[src/rtl/mem_pkg.sv]
// mem_pkg: shared types and constants for the cache memory-bus master.
package mem_pkg;

    typedef enum logic [2:0] {
        IDLE,
        RD_REQ,
        RD_DATA,
        WR_REQ,
        DONE
    } state_t;

    localparam int WORD_W = 32;
    localparam logic [3:0] BE_FULL = 4'b1111;
    localparam int LINE_WORDS_DEF = 4;

endpackage

[src/rtl/cache_bus_master_if.sv]
// cache_bus_master_if: cache request/fill side plus Avalon-MM master side.
interface cache_bus_master_if #(
    parameter int LINE_WORDS = mem_pkg::LINE_WORDS_DEF
);
    localparam int IDX_W = $clog2(LINE_WORDS);

    logic                     req_valid;
    logic                     req_ready;
    logic                     req_write;
    logic [mem_pkg::WORD_W-1:0] req_addr;
    logic [mem_pkg::WORD_W-1:0] req_wdata;
    logic [3:0]               req_byteenable;
    logic                     fill_valid;
    logic [IDX_W-1:0]         fill_idx;
    logic [mem_pkg::WORD_W-1:0] fill_data;
    logic                     resp_valid;
    logic                     busy;
    logic [mem_pkg::WORD_W-1:0] address;
    logic                     read;
    logic                     write;
    logic                     waitrequest;
    logic [mem_pkg::WORD_W-1:0] writedata;
    logic [3:0]               byteenable;
    logic [mem_pkg::WORD_W-1:0] readdata;

    modport master (
        input  req_valid, req_write, req_addr, req_wdata, req_byteenable,
        input  waitrequest, readdata,
        output req_ready, fill_valid, fill_idx, fill_data, resp_valid, busy,
        output address, read, write, writedata, byteenable
    );

    modport slave (
        output req_valid, req_write, req_addr, req_wdata, req_byteenable,
        output waitrequest, readdata,
        input  req_ready, fill_valid, fill_idx, fill_data, resp_valid, busy,
        input  address, read, write, writedata, byteenable
    );

endinterface

[src/rtl/cache_bus_master.sv]
// cache_bus_master: turns cache line refills and write-through stores into
// single-outstanding Avalon-MM word transfers.
module cache_bus_master
    import mem_pkg::*;
#(
    parameter int LINE_WORDS = LINE_WORDS_DEF
) (
    input logic clk,
    input logic reset,
    cache_bus_master_if.master bus
);
    localparam int IDX_W = $clog2(LINE_WORDS);

    state_t            state_q, state_d;
    logic [IDX_W-1:0]  cnt_q, cnt_d;
    logic [29:0]       addr_q, addr_d;
    logic [31:0]       wdata_q, wdata_d;
    logic [3:0]        be_q, be_d;
    logic              last, rd, wr;

    assign last = cnt_q == IDX_W'(LINE_WORDS - 1);

    always_comb begin
        state_d = state_q;
        cnt_d   = cnt_q;
        addr_d  = addr_q;
        wdata_d = wdata_q;
        be_d    = be_q;
        case (state_q)
            IDLE: if (bus.req_valid) begin
                state_d = bus.req_write ? WR_REQ : RD_REQ;
                cnt_d   = '0;
                addr_d  = bus.req_addr[31:2];
                wdata_d = bus.req_wdata;
                be_d    = bus.req_byteenable;
            end
            RD_REQ:  state_d = bus.waitrequest ? RD_REQ : RD_DATA;
            RD_DATA: begin
                state_d = last ? DONE : RD_REQ;
                cnt_d   = last ? cnt_q : cnt_q + 1'b1;
            end
            WR_REQ:  state_d = bus.waitrequest ? WR_REQ : DONE;
            DONE:    state_d = IDLE;
            default: state_d = IDLE;
        endcase
    end

    always_ff @(posedge clk) begin
        if (reset) begin
            state_q <= IDLE;
            cnt_q   <= '0;
            addr_q  <= '0;
            wdata_q <= '0;
            be_q    <= '0;
        end else begin
            state_q <= state_d;
            cnt_q   <= cnt_d;
            addr_q  <= addr_d;
            wdata_q <= wdata_d;
            be_q    <= be_d;
        end
    end

    // Every output decodes straight from flops, so read/write/address stay
    // stable for as long as waitrequest holds the state.
    assign rd = state_q == RD_REQ;
    assign wr = state_q == WR_REQ;

    assign bus.req_ready  = state_q == IDLE;
    assign bus.busy       = state_q != IDLE;
    assign bus.read       = rd;
    assign bus.write      = wr;
    assign bus.fill_valid = state_q == RD_DATA;
    assign bus.fill_idx   = cnt_q;
    assign bus.fill_data  = bus.readdata;
    assign bus.resp_valid = state_q == DONE;
    assign bus.address    = rd ? {addr_q[29:IDX_W], cnt_q, 2'b00} : wr ? {addr_q, 2'b00} : '0;
    assign bus.byteenable = rd ? BE_FULL : wr ? be_q : 4'b0000;
    assign bus.writedata  = wr ? wdata_q : '0;

endmodule

[src/flat_wrapper.sv]
// flat-port wrapper written by rule: the top's interface ports become plain ports
module cache_bus_master_flat import mem_pkg::*;
#(
    parameter int LINE_WORDS = LINE_WORDS_DEF
)
  (clk, reset, bus_req_valid, bus_req_write, bus_req_addr, bus_req_wdata, bus_req_byteenable, bus_waitrequest, bus_readdata, bus_req_ready, bus_fill_valid, bus_fill_idx, bus_fill_data, bus_resp_valid, bus_busy, bus_address, bus_read, bus_write, bus_writedata, bus_byteenable);
  cache_bus_master_if #(.LINE_WORDS(LINE_WORDS)) bus_i ();
  input logic clk;
  input logic reset;
  input wire logic [$bits(bus_i.req_valid)-1:0] bus_req_valid;
  input wire logic [$bits(bus_i.req_write)-1:0] bus_req_write;
  input wire logic [$bits(bus_i.req_addr)-1:0] bus_req_addr;
  input wire logic [$bits(bus_i.req_wdata)-1:0] bus_req_wdata;
  input wire logic [$bits(bus_i.req_byteenable)-1:0] bus_req_byteenable;
  input wire logic [$bits(bus_i.waitrequest)-1:0] bus_waitrequest;
  input wire logic [$bits(bus_i.readdata)-1:0] bus_readdata;
  output wire logic [$bits(bus_i.req_ready)-1:0] bus_req_ready;
  output wire logic [$bits(bus_i.fill_valid)-1:0] bus_fill_valid;
  output wire logic [$bits(bus_i.fill_idx)-1:0] bus_fill_idx;
  output wire logic [$bits(bus_i.fill_data)-1:0] bus_fill_data;
  output wire logic [$bits(bus_i.resp_valid)-1:0] bus_resp_valid;
  output wire logic [$bits(bus_i.busy)-1:0] bus_busy;
  output wire logic [$bits(bus_i.address)-1:0] bus_address;
  output wire logic [$bits(bus_i.read)-1:0] bus_read;
  output wire logic [$bits(bus_i.write)-1:0] bus_write;
  output wire logic [$bits(bus_i.writedata)-1:0] bus_writedata;
  output wire logic [$bits(bus_i.byteenable)-1:0] bus_byteenable;
  assign bus_i.req_valid = bus_req_valid;
  assign bus_i.req_write = bus_req_write;
  assign bus_i.req_addr = bus_req_addr;
  assign bus_i.req_wdata = bus_req_wdata;
  assign bus_i.req_byteenable = bus_req_byteenable;
  assign bus_i.waitrequest = bus_waitrequest;
  assign bus_i.readdata = bus_readdata;
  assign bus_req_ready = bus_i.req_ready;
  assign bus_fill_valid = bus_i.fill_valid;
  assign bus_fill_idx = bus_i.fill_idx;
  assign bus_fill_data = bus_i.fill_data;
  assign bus_resp_valid = bus_i.resp_valid;
  assign bus_busy = bus_i.busy;
  assign bus_address = bus_i.address;
  assign bus_read = bus_i.read;
  assign bus_write = bus_i.write;
  assign bus_writedata = bus_i.writedata;
  assign bus_byteenable = bus_i.byteenable;
  cache_bus_master #(.LINE_WORDS(LINE_WORDS)) u_core (.clk(clk), .reset(reset), .bus(bus_i));
endmodule
[config.mk]
export PLATFORM = sky130hd
export DESIGN_NAME = cache_bus_master_flat
export DESIGN_NICKNAME = d
export VERILOG_FILES = /design/src/rtl/mem_pkg.sv /design/src/rtl/cache_bus_master_if.sv /design/src/rtl/cache_bus_master.sv /design/src/flat_wrapper.sv
export SDC_FILE = /design/constraint.sdc
export NUM_CORES = 1
export LEC_CHECK = 0
export ABC_AREA = 1
export CAP_MARGIN = 20
export CORE_MARGIN = 2
export CORE_UTILIZATION = 38
export DETAILED_ROUTE_END_ITERATION = 16
export HOLD_SLACK_MARGIN = 0.1
export PLACE_DENSITY = 0.91
export SETUP_SLACK_MARGIN = 0.02
export SLEW_MARGIN = 10
export SYNTH_ARGS = -nofsm -noshare
export SYNTH_HDL_FRONTEND = slang
export SYNTH_SLANG_ARGS = --single-unit
[constraint.sdc]
create_clock -name clk -period 1.6 [get_ports clk]
set_input_delay 0.32 -clock clk [delete_from_list [all_inputs] [get_ports clk]]
set_output_delay 0.32 -clock clk [all_outputs]
set_load 0.02 [all_outputs]
---- Word-level counts from Yosys, hierarchy flattened ----
Index checks and enable logic that the tools add are counted.
cells by class
  $add $sub $neg .......................... 1
  equal/unequal tests ..................... 7
  multiplexer cells ....................... 14
  reductions and logical operators ........ 5
operators with widths
  operator               number
  $mux W32               3
  $pmux W3 S4            1
  $mux W3                3
  $mux W2                4
  $mux W4                2
  $eq A3 B2 Y1 const B   2
  $ne A2 B2 Y1 const B   2
  $pmux W2 S2            1
  $eq A3 B1 Y1 const B   1
  $eq A3 B3 Y1 const B   1
  $logic_not A3 Y1       1
  $reduce_and A3 Y1      1
  $reduce_bool A3 Y1     1
  $add A2 B1 Y2 const B  1
  $eq A2 B2 Y1 const B   1
  $reduce_and A2 Y1      1
  $reduce_bool A2 Y1     1
word-level totals
  bits in registers ....................... 71
  bits of input ports ..................... 105
  output and inout bits ................... 108
  word-level logic and storage cells ...... 32

---- Logic depth before layout (Yosys ltp) ----
Gate-level depths: netlist (run 1).
  depth after elaboration ................. 3
  mapped depth ............................ 7

---- Least setup slack after synthesis (run 1) ----
Ideal clock, no wire load.
  path kind ............................... register to output
  start ................................... reg u_core.state_q[2]
  end ..................................... out bus_address[2]
  arrival time ............................ 1.493 ns
  data required time ...................... 1.280 ns
  path slack .............................. -0.213 ns
  stages on the path, launching flop included .. 6
  buffers on the path ..................... 0
  cells stage by stage .................... dfxtp_1 -> inv_1 -> nand2_2 -> nor2_1 -> inv_1 -> o21ai_0
on the way
  elaborated cells between the ends (all ways) .. 4
RTL lines
  item                      line                    source
  start: declaration        cache_bus_master.sv:14  state_t state_q, state_d;
  start signal: assignment  cache_bus_master.sv:56  state_q <= state_d;
  $eq A3 B1 Y1              cache_bus_master.sv:66  assign rd = state_q == RD_REQ;
  named net bus_read        flat_wrapper.sv:24      output wire logic [$bits(bus_i.read)-1:0] bus_read;
  $mux W32                  cache_bus_master.sv:77  assign bus.address = rd ? {addr_q[29:IDX_W], cnt_q, 2'b00} : wr ? {addr_q, 2'b00} : '0;
  end: declaration          flat_wrapper.sv:23      output wire logic [$bits(bus_i.address)-1:0] bus_address;
The timed path passes the listed nets, and every way through them passes these cells.

---- Final worst setup path (run 1) ----
  start ................................... reg u_core.state_q[2]
  end ..................................... out bus_byteenable[0]
on the way
  longest elaborated chain between the ends .. 3
  elaborated cells between the ends (all ways) .. 4
ends and longest elaborated chain
  item              line                    source
  $eq A3 B2 Y1      cache_bus_master.sv:67  assign wr = state_q == WR_REQ;
  $mux W4           cache_bus_master.sv:78  assign bus.byteenable = rd ? BE_FULL : wr ? be_q : 4'b0000;
  $mux W4 *         cache_bus_master.sv:78
  end: declaration  flat_wrapper.sv:27      output wire logic [$bits(bus_i.byteenable)-1:0] bus_byteenable;
Every way passes the cells marked *; elsewhere a longest branch is shown, timed or not.

==> results.yml, run 1 <==
cts:
  cts_buffers: 9
  path_clk_slew_ns: 0.09
  clockRootBuffer: "clkbuf_8"
  htree_levels: 3
  clockBufferDepth: 2
  clk_latency_ns: 0.35
  hold_buffers: 0
  cts_tree: "built"
  clock_sinks: 71
detailed_routing:
  post-route-drc-count: 0
  wire_per_inst_um: 15.9
  drt-total-wl_mm: 12.4
  top_layer_used: "met4"
  wl_met2_mm: 6.63
  vias: 3937
  ant_nets: 0
  dr.pass1.iters: 5
  wl_met3_um: 789
  drt_iter0_drc: 178
  viasPerCell: 5.07
  drt-met1-wl_mm: 4.59
power_and_ir_drop:
  p_sw_uw: 1970
  p_sw_share_pct: 33.7
  total_power_uw: 5850
  power.density_nw_per_um2: 972
  p_seq_share_pct: 35.0
  ir_worst_vdd_v: 0.000607
  pwr-share-clk_pct: 28.3
  intPower_uw: 3870
  power.leakage_uw: 0.00236
  combPwrFrac_pct: 36.6
run:
  maxCapViolCount: 0
critical_path:
  end_kind: "primary output"
  required_ns: 1.28
  endpoint: "bus_byteenable[0]"
  critPathKind: "register to primary output"
  slowest_delay_ns: 0.35
  r2r-start: "u_core.state_q[1]$_SDFFE_PP0P_"
  crit_top_cell: "buf_4"
  ff2ff_path_depth: 9
  cp_cell_sequence: "inv_4, nand2_8, buf_4, buf_4, buf_4, nor2_4, buf_6"
  r2r_end: "u_core.wdata_q[4]$_SDFFE_PP0P_"
  rrSetupSlack_ns: 0.02
  setup.worst_path.start: "u_core.state_q[2]$_SDFFE_PP0P_"
  crit_fanout: 6
  worstSetupStartpointType: "register"
  critPathSlowestCell: "dfxtp_2"
  cp.arrival_ns: 1.48
timing:
  rsz0062_at_grt: "true"
  hold_violations: 0
  setup_tns_ns: -8.04
  worst_slack_ns: -0.199
  fin_crit_sh_pct: 112
  setup_viol: 69
  fmax_ghz: 0.556
  finalClockSkew_ns: 0.0132
  drv_slew: 0
  fin_crit_ns: 1.80
die:
  io_pins: 213
  die_width_um: 100
  core-area_um2: 9110
  die_h_um: 100
  dieArea_um2: 10000
  initial_core_util_pct: 38.6
  rows: 35
placement:
  placed_cell_area_um2: 4850
  pre_cts_ws_ns: -0.475
  hpwl_mm: 7.12
  placed_cells: 732
  place_congestion: 0.839
  port_buffers: 144
synthesis:
  synth_cells: 520
  ys_ff_latch: 71
  yosysSeqAreaShare_pct: 40.4
  syn_avg_cell_area_um2: 6.76
  yosysUniqueCellTypes: 21
  ys_warn_count: 0
  synth.cell_area_um2: 3520
finish:
  post_layout_nonfiller_instances: 777
  drive_gt1_share_pct: 35.1
  num_antenna_cells: 0
  nNetsFinal: 767
  fill_cells: 716
  area_growth_pct: 71.0
  final_area_um2: 6010
run_status:
  outcome: "finished, violations left"
  violations: "negative setup slack"
global_routing:
  grt_pass1_wl_mm: 17.0
  grt_pass1_vias: 3638
  antenna_found_initial: 0
  gr-usage-all-layers_pct: 21.1
  grt_start_max_net_pins: 41
  grt_overflow: 0
worst_hold_path:
  min_path_type: "input port to register"
[worst max-delay path, delay by kind of cell (launching register included)]
kind                   cells  cell delay, ns
flip-flops                 1            0.35
AND/OR/NAND/NOR            2            0.17
buffers and inverters      5            0.61
[synthesized netlist by cell type]
cell type | number | share of area, %
inv_2 | 3 | 0.32
nor2_1 | 73 | 7.8
clkbuf_1 | 9 | 0.96
conb_1 | 1 | 0.11
a21oi_1 | 70 | 10
nor3_1 | 1 | 0.14
inv_1 | 73 | 7.8
o21ai_0 | 3 | 0.43
nand3_2 | 1 | 0.28
nand4_1 | 1 | 0.18
nand2_4 | 1 | 0.32
nand3_1 | 73 | 10
buf_4 | 34 | 7.3
buf_6 | 4 | 1.3
buf_2 | 20 | 2.8
nor2_4 | 2 | 0.64
nand2_1 | 75 | 8.0
buf_1 | 3 | 0.32
ha_1 | 1 | 0.36
dfxtp_1 | 71 | 40
nand2_2 | 1 | 0.18
[sequential cells by signal, summed over array words and instances, names as in the netlist]
register and count:
u_core.wdata_q 32, u_core.addr_q 30, u_core.be_q 4, u_core.state_q 3, u_core.bus.fill_idx 2
[layout by cell type, fill, tap and decap left out, types with 5 or more instances in the layout]
cell type	n
a21oi_2	6
nand2_1	70
inv_1	71
clkbuf_16	6
buf_4	43
nor2_2	26
buf_12	6
nor2_4	38
buf_6	69
nand2_2	5
nor2_1	11
nand3_1	73
dfxtp_1	68
clkbuf_8	10
a21oi_1	64
clkdlybuf4s50_1	68
[stage by stage]
| step | hold WS (ns) | util, % |
|---|---|---|
| floorplan | 0.444 | - |
| global placement | 0.452 | 53.3 |
| detailed placement | 0.456 | 53.3 |
| CTS | 0.254 | 56.8 |
| global route | 0.262 | 66.0 |
| finish | 0.264 | 66.0 |
[layout make-up]
| cell class | instances | area, um^2 | share of cell area (%) |
|---|---|---|---|
| multi-input cells | 305 | 1800 | 29.9 |
| well taps | 111 | 139 | 2.31 |
| repair inverters | 1 | 11.3 | 0.187 |
| repair buffers | 197 | 2110 | 35.1 |
| clock inverters | 6 | 92.6 | 1.54 |
| inverters | 76 | 298 | 4.95 |
| flip-flops and latches | 71 | 1430 | 23.7 |
| clock buffers | 10 | 138 | 2.29 |
[worst min-delay path by stage]
stage / startpoint / end / slack, ns / depth (start not counted)
after floorplan: u_core.addr_q[10]$_SDFFE_PP0P_ / u_core.addr_q[10]$_SDFFE_PP0P_ / 0.44 / 2
final: reset / u_core.wdata_q[28]$_SDFFE_PP0P_ / 0.26 / 2
after global placement: u_core.wdata_q[31]$_SDFFE_PP0P_ / u_core.wdata_q[31]$_SDFFE_PP0P_ / 0.45 / 2
after CTS: reset / u_core.wdata_q[28]$_SDFFE_PP0P_ / 0.25 / 2
after detailed placement: u_core.be_q[0]$_SDFFE_PP0P_ / u_core.be_q[0]$_SDFFE_PP0P_ / 0.46 / 2
after global routing: reset / u_core.wdata_q[11]$_SDFFE_PP0P_ / 0.26 / 2
[logic make-up (layout without fill, tap and decap cells)]
kind of cell | count (synthesis) | count (layout) | synth area share [%]
AO/OA/AOI/OAI | 73 | 73 | 10.4
flip-flops | 71 | 71 | 40.4
adder cells (fa/ha/maj) | 1 | 1 | 0.356
buffers and inverters | 146 | 290 | 20.8
other | 1 | 2 | 0.107
AND/OR/NAND/NOR | 228 | 229 | 27.9
[layer usage]
layer	vias up	track usage, %
met1	1860	22.9
met5	-	0
met4	0	9.17
met2	176	39.6
met3	36	4.11
li1	1865	-
[timing repair]
item / 4_1_cts / 5_1_grt
endpoints found under the setup margin: 74 / 139
pin swaps: 3 / 19
setup buffers: 10 / 11
cloned: 3 / 10
resized for setup: 404 / 175
[power groups by stage]
stage | Clock [uW] | Sequential (uW) | Combinational (uW)
2_1_floorplan | 0 | 2070 | 956
3_3_place_gp | 0 | 2060 | 1410
3_5_place_dp | 0 | 2070 | 1450
4_1_cts | 1680 | 2030 | 1630
5_1_grt | 1770 | 2070 | 2290
6_report | 1660 | 2050 | 2140
Note: power is estimated with default switching activity, not from simulation.
==> run 2, diff against run 1 <==
- CORE_UTILIZATION: 38 -> 41
- CTS_CLUSTER_SIZE: not set -> 14
- PLACE_DENSITY: 0.91 -> 0.95
- clock period: 1.6 -> 2.2 ns (I/O delays scaled with it)
==> results.yml, run 2 (synthesis gave the netlist of run 1 again) <==
finish:
  num_antenna_cells: 0
  nNetsFinal: 724
  largest_register_ffs: 32
  fill_cells: 751
  area_growth_pct: 40.8
  layout_common_cells: "nand2_1 (75), nand3_1 (73), inv_1 (72), nor2_1 (72), clkdlybuf4s50_1 (72)"
  final_util_pct: 59.9
  drive_gt1_share_pct: 12.0
  final_common_cell: "nand2_1"
  top_regs: "u_core.wdata_q: 32 flops, u_core.addr_q: 30 flops, u_core.be_q: 4 flops"
  largest-register: "u_core.wdata_q"
cts:
  clk_latency_ns: 0.34
  clockBufferDepth: 2
  hold_buffers: 0
  path_clk_slew_ns: 0.07
  clock_sinks: 71
  cts_buffers: 9
  htree_levels: 3
  cts_tree: "built"
  clockRootBuffer: "clkbuf_8"
timing:
  max_slew_margin_pct: 54.1
  setup_tns_ns: 0
  fin_crit_ns: 2.12
  hold_violations: 0
  fin_crit_sh_pct: 96.2
  drv_slew: 0
  finalClockSkew_ns: 0.0104
  setup_viol: 0
  worst_slack_ns: 0.0835
  whs_ns: 0.466
  fmax_ghz: 0.472
  tightest_slew_ns: 0.688
  rsz0062_at_grt: "false"
critical_path:
  r2r_end: "u_core.addr_q[15]$_SDFFE_PP0P_"
  slowest_delay_ns: 0.61
  cp_cell_sequence: "inv_2, buf_4, nand2_4, clkdlybuf4s50_1"
  critPathSlowestCell: "clkdlybuf4s50_1"
  r2r-start: "u_core.state_q[0]$_SDFFE_PP0P_"
  crit_fanout: 8
  end_kind: "primary output"
  critPathKind: "register to primary output"
  cp.arrival_ns: 1.68
  worstSetupStartpointType: "register"
  rrSetupSlack_ns: 0.69
  required_ns: 1.76
  ff2ff_path_depth: 7
detailed_routing:
  viasPerCell: 4.88
  dr.pass1.iters: 4
  drt-total-wl_mm: 9.33
  post-route-drc-count: 0
  ant_nets: 0
  vias: 3549
  wire_per_inst_um: 12.8
  drt_iter0_drc: 172
power_and_ir_drop:
  power.density_nw_per_um2: 718
  ir_worst_vdd_v: 0.000398
  power.leakage_uw: 0.00202
run:
  maxCapViolCount: 0
worst_hold_path:
  min-delay-start: "u_core.wdata_q[31]$_SDFFE_PP0P_"
  hold_path_end: "u_core.wdata_q[31]$_SDFFE_PP0P_"
  hold_depth: 2
  min_path_type: "register to register"
die:
  dieArea_um2: 9330
  rows: 33
  io_pins: 213
  die_width_um: 96.6
  core-area_um2: 8260
  initial_core_util_pct: 42.6
  die_h_um: 96.6
global_routing:
  antenna_found_initial: 0
  gr-usage-all-layers_pct: 19.5
  grt_pass1_vias: 3395
  grt_overflow: 0
  grt_start_max_net_pins: 67
  grt_pass1_wl_mm: 15.2
placement:
  port_buffers: 144
  place_congestion: 0.802
  hpwl_mm: 6.43
  pre_cts_ws_ns: -0.0407
run_status:
  outcome: "finished, final reports clean"
## run 2: cell types whose count changed in the layout (fill, tap and decap cells not counted), sizes merged
| cell | previous run | this run |
|---|---|---|
| buf | 120 | 18 |
| clkinv | 1 | 3 |
| clkdlybuf4s50 | 68 | 72 |
| nand3 | 75 | 74 |
| clkdlybuf4s15 | 0 | 28 |
| inv | 78 | 76 |
| bufbuf | 1 | 0 |
| clkbuf | 16 | 11 |
| dlygate4sd2 | 2 | 36 |
## run 2: report_power, final
part           leakage [uW]  total, uW  internal, uW  switching, uW
clock              0.000105       1130           640            495
sequential         0.000583       1480          1410           72.0
combinational       0.00133        938           380            557
## run 2: what timing repair did
item | in CTS | in global routing
gates resized for setup | 140 | 11
endpoints found under the setup margin | 71 | 36
pin swaps | 0 | 1
buffers inserted | 0 | 3
## run 2: worst max-delay path, delay by kind of cell (launching register included)
family | cells | cell delay (ns)
buffers and inverters | 3 | 0.86
DFF | 1 | 0.40
and+or+nand+nor | 1 | 0.08
## run 2: final cells by class
class                           instances  area (um^2)  share of cell area (%)
Clock inverter                          7         97.6                    1.97
Multi-Input combinational cell        304         1380                    27.8
Clock buffer                            9          124                    2.50
Tap cell                              105          131                    2.65
Inverter                               76          293                    5.92
Timing Repair Buffer                  156         1510                    30.4
Sequential cell                        71         1420                    28.7
## run 2: metrics by stage
stage	cell area (um^2)	instances	power, uW
floorplan	3520	521	2200
global placement	4730	709	2450
detailed placement	4730	709	2490
CTS	4950	725	3590
global route	4950	728	3750
finish	4950	728	3560
## run 2: worst max path at each step
stage	start	to	cells past startpoint
after floorplan	u_core.state_q[2]$_SDFFE_PP0P_	bus_address[2]	5
after global placement	u_core.state_q[2]$_SDFFE_PP0P_	bus_writedata[4]	6
after detailed placement	u_core.state_q[2]$_SDFFE_PP0P_	bus_writedata[28]	6
after CTS	u_core.state_q[2]$_SDFFE_PP0P_	bus_writedata[28]	6
after global routing	u_core.state_q[2]$_SDFFE_PP0P_	bus_writedata[24]	6
final	u_core.state_q[1]$_SDFFE_PP0P_	bus_busy	4
## run 2: layer usage
layer | global-route usage [%] | vias to the layer above | part of all wire, %
li1 | - | 1772 | -
met1 | 20.1 | 1620 | 40
met2 | 35.5 | 131 | 51
met3 | 5.42 | 26 | 6.6
met4 | 10.5 | 0 | 2.5
met5 | 0 | - | 0
==> run 3, diff against run 2 <==
- ABC_CLOCK_PERIOD_IN_PS: not set -> 2200
==> results of run 3 <==
No change in the layout: final DEF, timing and power equal those of run 2.
